<file path="src/rtl/instruction_prefetcher_pkg.sv">
// Shared widths and the queue entry type for the instruction prefetcher.
package instruction_prefetcher_pkg;

  localparam int INST_BITS     = 16;
  localparam int ADDR_BITS     = 16;
  localparam int MEM_BYTE_BITS = 8;

  // One buffered instruction word tagged with its word address.
  typedef struct packed {
    logic [ADDR_BITS-1:0] pc;
    logic [INST_BITS-1:0] data;
  } inst_entry_t;

endpackage

</file>
<file path="src/rtl/instruction_prefetcher_fifo.sv">
// prefetch_fifo: DEPTH-entry register queue with push, pop, flush and an
// occupancy count. Push and pop may coincide at any count, including full;
// flush wins over both and leaves the queue empty.
module prefetch_fifo
  import instruction_prefetcher_pkg::*;
#(
  parameter int  DEPTH   = 3,
  parameter type entry_t = inst_entry_t,
  localparam int CW      = $clog2(DEPTH + 1)
) (
  input  logic          clk,
  input  logic          rst,
  input  logic          push,
  input  entry_t        push_entry,
  input  logic          pop,
  input  logic          flush,
  output entry_t        head,
  output logic [CW-1:0] count
);

  localparam int PW = $clog2(DEPTH);

  entry_t          mem_q [DEPTH];
  entry_t          mem_d [DEPTH];
  logic [PW-1:0]   rd_q, rd_d;
  logic [PW-1:0]   wr_q, wr_d;
  logic [CW-1:0]   count_q, count_d;
  logic            do_pop;

  // Pointer increment that wraps at DEPTH (DEPTH need not be a power of two).
  function automatic logic [PW-1:0] ptr_inc(input logic [PW-1:0] p);
    return (int'(p) == DEPTH - 1) ? '0 : p + PW'(1);
  endfunction

  // Next-state for storage, pointers and occupancy.
  always_comb begin
    mem_d   = mem_q;
    rd_d    = rd_q;
    wr_d    = wr_q;
    count_d = count_q;
    do_pop  = pop && (count_q != '0);
    if (push) begin
      mem_d[wr_q] = push_entry;
      wr_d        = ptr_inc(wr_q);
    end
    if (do_pop) begin
      rd_d = ptr_inc(rd_q);
    end
    count_d = count_q + CW'(push) - CW'(do_pop);
    if (flush) begin
      rd_d    = '0;
      wr_d    = '0;
      count_d = '0;
    end
  end

  // Queue state registers.
  always_ff @(posedge clk or posedge rst) begin
    if (rst) begin
      for (int i = 0; i < DEPTH; i++) begin
        mem_q[i] <= '0;
      end
      rd_q    <= '0;
      wr_q    <= '0;
      count_q <= '0;
    end else begin
      mem_q   <= mem_d;
      rd_q    <= rd_d;
      wr_q    <= wr_d;
      count_q <= count_d;
    end
  end

  assign head  = mem_q[rd_q];
  assign count = count_q;

endmodule

</file>
<file path="src/rtl/instruction_prefetcher.sv">
// instruction_prefetcher: issues word fetches to a byte-serial memory,
// assembles low/high byte pairs into 16-bit words and queues them, tagged
// with their address, for the decoder (valid/ready: a word moves when
// inst_valid and inst_ready are both high in the same cycle; the request
// side likewise moves on mem_req_valid & mem_req_ready).
// A request is only issued when queue slots cover every outstanding word,
// so a completed word can always be pushed.
// Optional build macro PREFETCH_BYPASS_EN: a word completing into an empty
// queue is shown on inst_* in the same cycle.
module instruction_prefetcher #(
  parameter int DEPTH           = 3,
  parameter int ADDR_BITS       = instruction_prefetcher_pkg::ADDR_BITS,
  parameter int MAX_OUTSTANDING = 2
) (
  input  logic                                                clk,
  input  logic                                                reset,
  input  logic                                                jump,
  input  logic [ADDR_BITS-1:0]                                jump_addr,
  output logic                                                mem_req_valid,
  input  logic                                                mem_req_ready,
  output logic [ADDR_BITS-1:0]                                mem_req_addr,
  input  logic                                                mem_resp_valid,
  input  logic [instruction_prefetcher_pkg::MEM_BYTE_BITS-1:0] mem_resp_data,
  output logic                                                inst_valid,
  output logic [instruction_prefetcher_pkg::INST_BITS-1:0]     inst_data,
  output logic [ADDR_BITS-1:0]                                inst_pc,
  input  logic                                                inst_ready
);

  import instruction_prefetcher_pkg::*;

  localparam int CW = $clog2(DEPTH + 1);
  localparam int OW = $clog2(MAX_OUTSTANDING + 1);

  // Entry type sized by this instance's address width.
  typedef struct packed {
    logic [ADDR_BITS-1:0] pc;
    logic [INST_BITS-1:0] data;
  } entry_t;

  logic [ADDR_BITS-1:0]     fetch_pc_q, fetch_pc_d;
  logic [ADDR_BITS-1:0]     word_pc_q, word_pc_d;
  logic [OW-1:0]            outstanding_q, outstanding_d;
  logic [OW-1:0]            stale_q, stale_d;
  logic                     phase_q, phase_d;
  logic [MEM_BYTE_BITS-1:0] low_q, low_d;

  logic          accept, complete, word_push, head_valid;
  logic          fifo_push, fifo_pop;
  entry_t        new_entry, fifo_head, head_sel;
  logic [CW-1:0] fifo_count;

  // Request credit, byte completion and decoder-facing head selection.
  always_comb begin
    mem_req_valid = ((int'(fifo_count) + int'(outstanding_q)) < DEPTH) &&
                    (int'(outstanding_q) < MAX_OUTSTANDING) && !jump && !reset;
    mem_req_addr  = fetch_pc_q;
    accept        = mem_req_valid && mem_req_ready;
    complete      = mem_resp_valid && phase_q;
    // A word completing on a jump cycle or while stale words remain is discarded.
    word_push     = complete && !jump && (stale_q == '0);
    new_entry     = '{pc: word_pc_q, data: {mem_resp_data, low_q}};
    head_valid    = (fifo_count != '0);
    fifo_pop      = head_valid && inst_ready;
`ifdef PREFETCH_BYPASS_EN
    inst_valid    = head_valid || word_push;
    head_sel      = head_valid ? fifo_head : new_entry;
    fifo_push     = word_push && !(!head_valid && inst_ready);
`else
    inst_valid    = head_valid;
    head_sel      = fifo_head;
    fifo_push     = word_push;
`endif
    inst_data     = inst_valid ? head_sel.data : '0;
    inst_pc       = inst_valid ? head_sel.pc : '0;
  end

  // Next-state for fetch/word pointers, credit, stale count and byte phase.
  always_comb begin
    fetch_pc_d    = fetch_pc_q;
    word_pc_d     = word_pc_q;
    outstanding_d = outstanding_q + OW'(accept) - OW'(complete);
    stale_d       = stale_q;
    phase_d       = phase_q;
    low_d         = low_q;
    if (mem_resp_valid) begin
      if (!phase_q) begin
        low_d   = mem_resp_data;
        phase_d = 1'b1;
      end else begin
        phase_d = 1'b0;
      end
    end
    if (jump) begin
      // Every word still owed by memory becomes stale; the one completing now
      // is dropped directly. The byte phase carries on untouched.
      fetch_pc_d = jump_addr;
      word_pc_d  = jump_addr;
      stale_d    = outstanding_q - OW'(complete);
    end else begin
      if (accept) begin
        fetch_pc_d = fetch_pc_q + ADDR_BITS'(1);
      end
      if (word_push) begin
        word_pc_d = word_pc_q + ADDR_BITS'(1);
      end
      if (complete && (stale_q != '0)) begin
        stale_d = stale_q - OW'(1);
      end
    end
  end

  // Control state registers.
  always_ff @(posedge clk or posedge reset) begin
    if (reset) begin
      fetch_pc_q    <= '0;
      word_pc_q     <= '0;
      outstanding_q <= '0;
      stale_q       <= '0;
      phase_q       <= 1'b0;
      low_q         <= '0;
    end else begin
      fetch_pc_q    <= fetch_pc_d;
      word_pc_q     <= word_pc_d;
      outstanding_q <= outstanding_d;
      stale_q       <= stale_d;
      phase_q       <= phase_d;
      low_q         <= low_d;
    end
  end

  prefetch_fifo #(
    .DEPTH   (DEPTH),
    .entry_t (entry_t)
  ) fifo (
    .clk        (clk),
    .rst        (reset),
    .push       (fifo_push),
    .push_entry (new_entry),
    .pop        (fifo_pop),
    .flush      (jump),
    .head       (fifo_head),
    .count      (fifo_count)
  );

endmodule

</file>
<file path="config.mk">
export PLATFORM = sky130hd
export DESIGN_NAME = instruction_prefetcher
export DESIGN_NICKNAME = d
export VERILOG_FILES = /design/src/rtl/instruction_prefetcher_pkg.sv /design/src/rtl/instruction_prefetcher_fifo.sv /design/src/rtl/instruction_prefetcher.sv
export SDC_FILE = /design/constraint.sdc
export NUM_CORES = 1
export LEC_CHECK = 0
export CORE_MARGIN = 3
export CORE_UTILIZATION = 61
export DETAILED_ROUTE_END_ITERATION = 8
export GPL_TIMING_DRIVEN = 0
export PLACE_DENSITY_LB_ADDON = 0.08
export SLEW_MARGIN = 20
export SYNTH_ARGS = -nofsm -noshare
export SYNTH_HDL_FRONTEND = slang
export SYNTH_HIERARCHICAL = 1
export SYNTH_SLANG_ARGS = --single-unit
</file>
<file path="constraint.sdc">
create_clock -name clk -period 6.1 [get_ports clk]
set_input_delay 0.915 -clock clk [delete_from_list [all_inputs] [get_ports clk]]
set_output_delay 0.915 -clock clk [all_outputs]
set_load 0.02 [all_outputs]
</file>
Word level (Yosys, flattened, before mapping)
Cells that the tools add are included.

storage, ports and cells
  output and inout port bits = 50
  bits in registers = 147
  input bits = 30

cells by class
  equality and inequality tests = 2
  reduce and logical (&&, ||, !) cells = 21
  bitwise gates (word level) = 3
  $add $sub $neg = 11
  multiplexer cells = 22
  magnitude comparators = 5

operator list
  kind                                                                   number
  96-bit bitwise mux                                                     1
  16-bit two-way mux                                                     6
  32-bit two-way mux                                                     3
  32-bit binary-select mux with 2-bit select                             1
  32-bit demux with 2-bit select                                         1
  16-bit by 1-bit adder with 16-bit output (second input constant)       2
  2-bit two-way mux                                                      9
  2-bit nonzero test                                                     6
  1-bit logical AND                                                      11
  3-bit greater-or-equal comparator (second input constant)              2
  2-bit inverter with 3-bit output                                       2
  2-bit by 1-bit subtractor with 2-bit output                            3
  2-bit by 1-bit adder with 2-bit output                                 2
  2-bit by 1-bit adder with 2-bit output (second input constant)         2
  2-bit == test (second input constant)                                  2
  2-bit by 2-bit adder with 3-bit output                                 1
  3-bit by 1-bit < comparator with 1-bit output (second input constant)  1
  3-bit by 2-bit < comparator with 1-bit output (second input constant)  1
  1-bit zero test                                                        2
  2-bit zero test                                                        1
  2-bit < comparator (second input constant)                             1
  2-bit AND reduction                                                    1
  2-bit by 1-bit subtractor with 2-bit output (second input constant)    1
  1-bit two-way mux                                                      1
  1-bit inverter                                                         1

Logic depth before layout (Yosys ltp)
Gate-level depths: netlist (run 1).

  depth after elaboration = 8
  depth in mapped cells = 9

By module
Netlist (run 1), hierarchy kept.

by module, submodules not included
  module                  area each (um2)  sequential area each (um2)  times used  cells an instance
  prefetch_fifo           4548.1           2552.4                      1           306
  instruction_prefetcher  2668.8           1126.1                      1           280

Worst setup path after synthesis (run 1)
OpenSTA, ideal clock, no wires.

  path kind = register to output
  from = reg outstanding_q[0]
  to = out mem_req_valid
  path slack = 3.189 ns
  arrival = 1.996 ns
  cell stages (with the launch flop) = 6
  data required time = 5.185 ns
  buffers on the path = 1
  path through = dfrtp_1 ha_1 fa_1 or4_1 buf_2 a21oi_1

on the way
  cells in the longest elaborated chain, start to end = 5
  elaborated cells on any way between the ends = 6
  classes of those cells = add/sub (1); order compare (2); reduce/logical (3)

ends and longest elaborated chain
  element                                        RTL line                       RTL
  start, declared                                instruction_prefetcher.sv:43   logic [OW-1:0] outstanding_q, outstanding_d;
  start signal, assigned                         instruction_prefetcher.sv:125  outstanding_q <= outstanding_d;
  2-bit by 2-bit adder with 3-bit output         instruction_prefetcher.sv:55   mem_req_valid = ((int'(fifo_count) + int'(outstanding_q)) < DEPTH) &&
  3-bit by 2-bit < comparator with 1-bit output  instruction_prefetcher.sv:55
  1-bit logical AND *                            instruction_prefetcher.sv:55
  1-bit logical AND * (2 in a row)               instruction_prefetcher.sv:56   (int'(outstanding_q) < MAX_OUTSTANDING) && !jump && !reset;
  end, declared                                  instruction_prefetcher.sv:19   output logic mem_req_valid,

Mark *: on every way between the ends. The rest lies on a longest branch, timed or not.

Worst setup path in the final report (run 1)
  from = in jump
  to = out mem_req_valid

on the way
  cells in the longest elaborated chain, start to end = 3

ends and longest elaborated chain
  element                         RTL line                      RTL
  start, declared                 instruction_prefetcher.sv:17  input logic jump,
  1-bit zero test                 instruction_prefetcher.sv:56
  1-bit logical AND (2 in a row)  instruction_prefetcher.sv:56

No other way between the ends.

==> results of run 1 <==
==> cell families (layout without fill, tap and decap cells) <==
group | after synthesis | after routing
adder cells (fa/ha/maj) | 10 | 10
XOR/XNOR | 22 | 22
buffers and inverters | 49 | 161
AND/OR/NAND/NOR | 133 | 133
flip-flops | 147 | 147
multiplexers | 149 | 149
AO/OA/AOI/OAI | 76 | 76
==> flip-flops by register name, summed over array words and instances (netlist names) <==
| register | count |
|---|---|
| fifo/mem_q | 96 |
| mem_req_addr | 16 |
| word_pc_q | 16 |
| low_q | 8 |
| fifo/count | 2 |
| fifo/rd_q | 2 |
| fifo/wr_q | 2 |
| outstanding_q | 2 |
| stale_q | 2 |
| phase_q | 1 |
==> worst register-to-register path, cell delays in order (launching register included) <==
cell     delay, ns
dfrtp_1       0.40
ha_1          0.22
fa_1          0.37
nor4_1        0.91
nand2_1       0.50
ha_1          0.44
inv_1         0.04
ha_1          0.17
xnor2_1       0.17
xnor2_1       0.13
==> synthesized netlist by cell type (3+ instances only) <==
master	number
o211ai_1	3
buf_4	3
ha_1	9
nand2b_1	4
nand2_1	20
nand3_1	10
nor4_1	10
nor2_1	12
buf_6	4
a21boi_0	3
o311ai_0	4
o21ai_0	11
inv_1	16
xnor2_1	14
nor2b_1	38
nand4_1	12
o2bb2ai_1	31
xor2_1	7
nor3_1	11
clkbuf_1	12
buf_2	11
dfrtp_1	147
a21oi_1	9
mux2_2	109
mux2i_1	38
or3_1	3
==> worst max path at each step <==
stage | start | to
2_1_floorplan | reset | fifo/count[0]
3_5_place_dp | jump | mem_req_valid
3_3_place_gp | reset | fifo/mem_q[17]
4_1_cts | jump | mem_req_valid
6_report | jump | mem_req_valid
5_1_grt | jump | mem_req_valid
==> power groups by stage <==
stage	Sequential, uW	Combinational (uW)	Clock, uW
2_1_floorplan	1330	522	0
3_3_place_gp	1350	702	0
3_5_place_dp	1370	744	0
4_1_cts	1360	755	1190
5_1_grt	1390	829	1230
6_report	1360	753	1180
==> metal layers <==
layer	routed length, um	global-route usage (%)	vias to the layer above	part of all wire [%]
met5	0	0	-	0
met4	216	8.451	0	1.2
met3	912	6.211	21	5.1
met2	8795	46.92	175	50
met1	7807	39.58	2648	44
li1	-	-	2329	-
==> per-stage QoR <==
stage / area (um2) / utilization (%) / std cells
after global placement: 8177 / 71.30 / 807
after floorplan: 7217 / - / 586
after global routing: 8904 / 77.64 / 841
after CTS: 8904 / 77.64 / 841
after detailed placement: 8237 / 71.83 / 809
final: 8904 / 77.64 / 841
==> cell usage in the layout, fill, tap and decap left out, types with 14 or more instances in the layout <==
cell	netlist	routed
dfrtp_1	147	147
mux2_2	109	109
clkdlybuf4s50_1	0	78
mux2i_1	38	38
nor2b_1	38	38
o2bb2ai_1	31	31
nand2_1	20	20
clkbuf_16	0	17
clkbuf_1	12	15
xnor2_1	14	14
inv_1	16	14
==> final cells by class <==
type | instances | area (um2) | share of cell area [%]
multi-input combinational | 390 | 3299 | 37.06
sequential | 147 | 3679 | 41.32
tap | 143 | 178.9 | 2.010
clock inverter | 10 | 202.7 | 2.277
timing repair buffer | 80 | 835.8 | 9.387
inverter | 17 | 68.82 | 0.7729
buffer | 32 | 175.2 | 1.967
clock buffer | 22 | 464.2 | 5.214
==> results.toml, run 1 <==
[grt]
global_route.usage.total_pct = 28.85
largest_net_degree_at_the_start_of_global_routing = 73
antenna_violations_before_repair = 0
grt-ovfl-total = 0
number_of_global_route_vias_before_repair = 5475
grt_first_pass_wirelength_um = 28900

[setup_path]
worst-path-buf-inv = 3
worstPathMaxFanout = 14
startpoint_type = "input port"
cpMaxStageDelayCell = "clkdlybuf4s50_1"
critical_path_class = "input port to primary output"
endpoint_kind = "primary output"
ff2ff_path_depth = 9
cp_cell_sequence = "clkdlybuf4s50_1, or4_1, buf_2, a21oi_1, clkdlybuf4s50_1"
worstReg2RegEnd = "outstanding_q[1]"
worst-path-stages = 5
cp.required_ns = 5.18
worst_path_largest_cell_delay_ns = 0.66
critical_path.reg2reg.startpoint = "outstanding_q[0]"
critical-path-top-delay-family = "buffers and inverters"
timing.critical_path.arrival_ns = 3.16
crit_path_frequent_cell = "clkdlybuf4s50_1"
reg2reg_setup_slack_ns = 2.66

[cts]
clock_tree_from_tritoncts = "built"
cts-htree-levels = 4
cts_clk_pin_slew_worst_paths_ns = 0.06
cts_made_buffers = 17
cts_resized = 0
cts.root.buffer_cell = "clkbuf_16"
cts_hold_buf = 0
tritoncts_num_sinks = 147
cts.path.max_buffers = 2
postCtsSetupBuffers = 0
clock_latency_ns = 0.42

[floorplan]
fp.dieW_um = 114.8
die-area_um2 = 13170
placementRows = 39
initial_utilization_pct = 62.94
ios = 80
fp.dieH_um = 114.8
fp.coreArea_um2 = 11470

[timing]
final_period_minus_worst_setup_slack_ns = 4.077
final.setup_skew_ns = 0.006715
achievable-frequency_mhz = 245.3
hold_slack_ns = 0.4860
final_critical_path_setup_slack_ns = 2.023
period_share_pct = 66.84
drv_slew = 0
worst-slew-pin-transition_ns = 1.059
timing.final.setup_violations = 0
finalHoldViolCount = 0
timing.max_slew.rel_slack_pct = 28.77
grt_setup_unrepaired = "false"
total_negative_setup_slack_ns = 0

[synthesis]
dominantRegCellSynth = "dfrtp_1"
sequential_to_total_area_share_from_yosys_stat_pct = 50.97
synthesis.area_um2 = 7217
synthXorXnorAreaFrac_pct = 2.861
synth_mux_area_share_pct = 22.59
netlist-cell-type-count = 54
netlist.top_cell.by_area = "dfrtp_1"
post_synth_edffs = 0
synth_top_family_by_area = "multiplexers"
netlist.area_leader.share_pct = 50.97
syn_inst = 586
ys_seq_elements = 147
yosys-top-cells-area = "dfrtp_1, mux2_2, mux2i_1"
synth.net_count = 626
post_synth_fa_ha_maj_area_fraction_pct = 1.838
share_of_the_synthesized_area_in_compound_gates_ao_oa_aoi_oai_pct = 7.958
synth-async-reset-ratio_pct = 100.0
synthesis.yosys.warnings = 6
syn_avg_cell_area_um2 = 12.32
synth_simple_gate_area_share_pct = 10.47

[power_and_ir_drop]
power.share.switching_pct = 27.58
cellPowerDensity_nw_per_um2 = 369.7
power_report.internal_total_uw = 2384
leakagePower_uw = 0.003841
finalPower_uw = 3292
netSwitchingPower_uw = 907.7
share_clk_of_total_power_pct = 35.7
power_frac_seq_pct = 41.4
power.ir.vdd_worst_mv = 0.3125
comb_power_share_pct = 22.9

[drt]
drt_pre_antenna_iters = 5
first_iter_violations = 453
avgViaCountPerCell = 6.151
route.detailed.drc = 0
detail_route.wl_per_cell_um = 21.08
vias = 5173
route.final.wire_length_um = 17730
postRouteAntennaNets = 0

[worst_hold_path]
hold_crit_endpoint = "fifo/mem_q[88]"
holdCritStartpoint = "fifo/mem_q[88]"
depth_of_the_worst_hold_timing_path = 1
worstHoldPathType = "flop to flop"

[cells_and_area]
fillers = 771
number_of_nets_in_the_final_layout = 725
insertedDiodeCount = 0
syn2layout_area_growth_pct = 23.37
drive_above_1_share_pct = 23.93

[run]
timing.max_cap.violations = 0

[status]
outcome = "completed"

[place]
port_buf_inserts = 78
gp_congestion = 0.8792
dp_slack_ns = 2.050
dp_hpwl_um = 12430
No activity file was read; power rests on OpenSTA's default activity.
==> run 2, diff against run 1 <==
--- a/config.mk
+++ b/config.mk
@@ -6,7 +6,7 @@
 export NUM_CORES = 1
 export LEC_CHECK = 0
 export CORE_MARGIN = 3
-export CORE_UTILIZATION = 61
+export CORE_UTILIZATION = 57
 export DETAILED_ROUTE_END_ITERATION = 8
 export GPL_TIMING_DRIVEN = 0
 export PLACE_DENSITY_LB_ADDON = 0.08
==> constraint.sdc (replaced) <==
create_clock -name clk -period 3.78 [get_ports clk]
set_input_delay 0.567 -clock clk [delete_from_list [all_inputs] [get_ports clk]]
set_output_delay 0.567 -clock clk [all_outputs]
set_load 0.02 [all_outputs]
==> run 2 against run 1 <==
Routed wire length fell by 3.6%. Clock power rose by 31%. Flip-flop and latch count did not move. Highest routed layer unchanged. Sequential power rose by 61%. Combinational power rose by 58%. Register-to-register slack got worse by 2.3 ns. First-iteration DRC count fell by 0.88%. Non-clock buffer count did not move. Global-route usage fell by 3.1 points.
==> results.toml, run 2 (same netlist as run 1, synthesis figures left out) <==
[timing]
achievable-frequency_mhz = 284.5
finalHoldViolCount = 0
grt_setup_unrepaired = "false"
drv_slew = 0
worst-slew-pin-transition_ns = 1.036
hold_slack_ns = 0.4839
final.setup_skew_ns = 0.006080
period_share_pct = 93.00
timing.max_slew.rel_slack_pct = 30.32
final_critical_path_setup_slack_ns = 0.2646
timing.final.setup_violations = 0
final_period_minus_worst_setup_slack_ns = 3.515
total_negative_setup_slack_ns = 0

[power_and_ir_drop]
power.ir.vdd_worst_mv = 0.5345
cellPowerDensity_nw_per_um2 = 561.2
netSwitchingPower_uw = 1417
leakagePower_uw = 0.003783
power.share.switching_pct = 28.70
power_report.internal_total_uw = 3520
power_frac_seq_pct = 44.4
share_clk_of_total_power_pct = 31.4
comb_power_share_pct = 24.2

[setup_path]
cpMaxStageDelayCell = "clkdlybuf4s50_1"
critical_path_class = "flop to primary output"
cp_cell_sequence = "ha_1, fa_1, or4_1, buf_2, a21oi_1, clkdlybuf4s50_1"
startpoint_type = "flop"
critical-path-top-delay-family = "buffers and inverters"
cp.required_ns = 3.21
worst_path_largest_cell_delay_ns = 0.64
endpoint_kind = "primary output"
worst-path-buf-inv = 2
timing.critical_path.arrival_ns = 2.95
worstPathMaxFanout = 8

[cts]
clock_latency_ns = 0.42
tritoncts_num_sinks = 147
cts_hold_buf = 0
cts.root.buffer_cell = "clkbuf_16"
clock_tree_from_tritoncts = "built"
cts-htree-levels = 4
cts_resized = 0
postCtsSetupBuffers = 0
cts.path.max_buffers = 2
cts_made_buffers = 17
cts_clk_pin_slew_worst_paths_ns = 0.06

[cells_and_area]
mostFrequentLayoutCell = "dfrtp_1"
largest-register = "fifo/mem_q"
largest_register_ffs = 96
postLayoutCoreUtil_pct = 72.04
drive_above_1_share_pct = 23.56
syn2layout_area_growth_pct = 21.90
insertedDiodeCount = 0
number_of_nets_in_the_final_layout = 725
non_filler_instance_count_after_layout = 864
most_used_cells_in_the_layout_excluding_fill_and_tap_cells = "dfrtp_1, mux2_2, clkdlybuf4s50_1, mux2i_1, nor2b_1"

[floorplan]
placementRows = 40
die-area_um2 = 14050
ios = 80
fp.coreArea_um2 = 12210
fp.dieW_um = 118.5
initial_utilization_pct = 59.10
fp.dieH_um = 118.5

[drt]
first_iter_violations = 449
avgViaCountPerCell = 5.905
drt_pre_antenna_iters = 4
postRouteAntennaNets = 0
vias = 5102
detail_route.wl_per_cell_um = 19.78
route.detailed.drc = 0
route.final.wire_length_um = 17090

[grt]
grt-ovfl-total = 0
grt_first_pass_wirelength_um = 28120
number_of_global_route_vias_before_repair = 5263
global_route.usage.total_pct = 25.72
largest_net_degree_at_the_start_of_global_routing = 56
antenna_violations_before_repair = 0

[place]
dp_hpwl_um = 12210
gp_congestion = 0.9108
placed_cells_incl_taps = 834
dp_slack_ns = 0.1081
port_buf_inserts = 78

[run]
timing.max_cap.violations = 0

[status]
outcome = "completed"

[worst_hold_path]
worstHoldPathType = "flop to flop"
==> run 2: final cells by class <==
type | count | area, um2
well taps | 168 | 210.2
clock inverters | 6 | 55.05
clock buffers | 24 | 481.7
plain buffers | 32 | 175.2
fillers | 901 | 3415
multi-input cells | 390 | 3299
flip-flops and latches | 147 | 3679
repair buffers | 80 | 828.3
inverters | 17 | 68.82
==> run 2: worst paths after layout <==
check	from	to	slack, ns	cells past startpoint
worst max-delay path	fifo/count[0]	mem_req_valid	0.26	6
worst min-delay path	fifo/mem_q[87]	fifo/mem_q[87]	0.48	1
worst max register to register	fifo/count[0]	outstanding_q[1]	0.35	9
worst min register to register	fifo/mem_q[87]	fifo/mem_q[87]	0.48	1
max in group asynchronous	reset	fifo/mem_q[51]	2.52	3
min in group asynchronous	reset	fifo/count[1]	0.63	2
==> run 2: power groups by stage <==
stage / Combinational [uW] / Sequential (uW) / Clock (uW)
CTS: 1200 / 2190 / 1570
finish: 1190 / 2190 / 1550
floorplan: 843 / 2150 / 0
global route: 1310 / 2230 / 1650
global placement: 1140 / 2190 / 0
detailed placement: 1190 / 2210 / 0
==> run 2: layer usage <==
layer,GRT usage [%],share of wire [%],up-vias
met5,0,0,-
met4,7.024,0.99,0
met3,7.033,5.6,16
met2,40.18,48,151
met1,35.68,45,2609
li1,-,-,2326
==> run 2: metrics by stage <==
step                      total power (uW)  area [um2]
after floorplan                       2995        7217
after global placement                3326        8208
after detailed placement              3403        8260
after CTS                             4955        8797
after global routing                  5200        8797
final                                 4937        8797
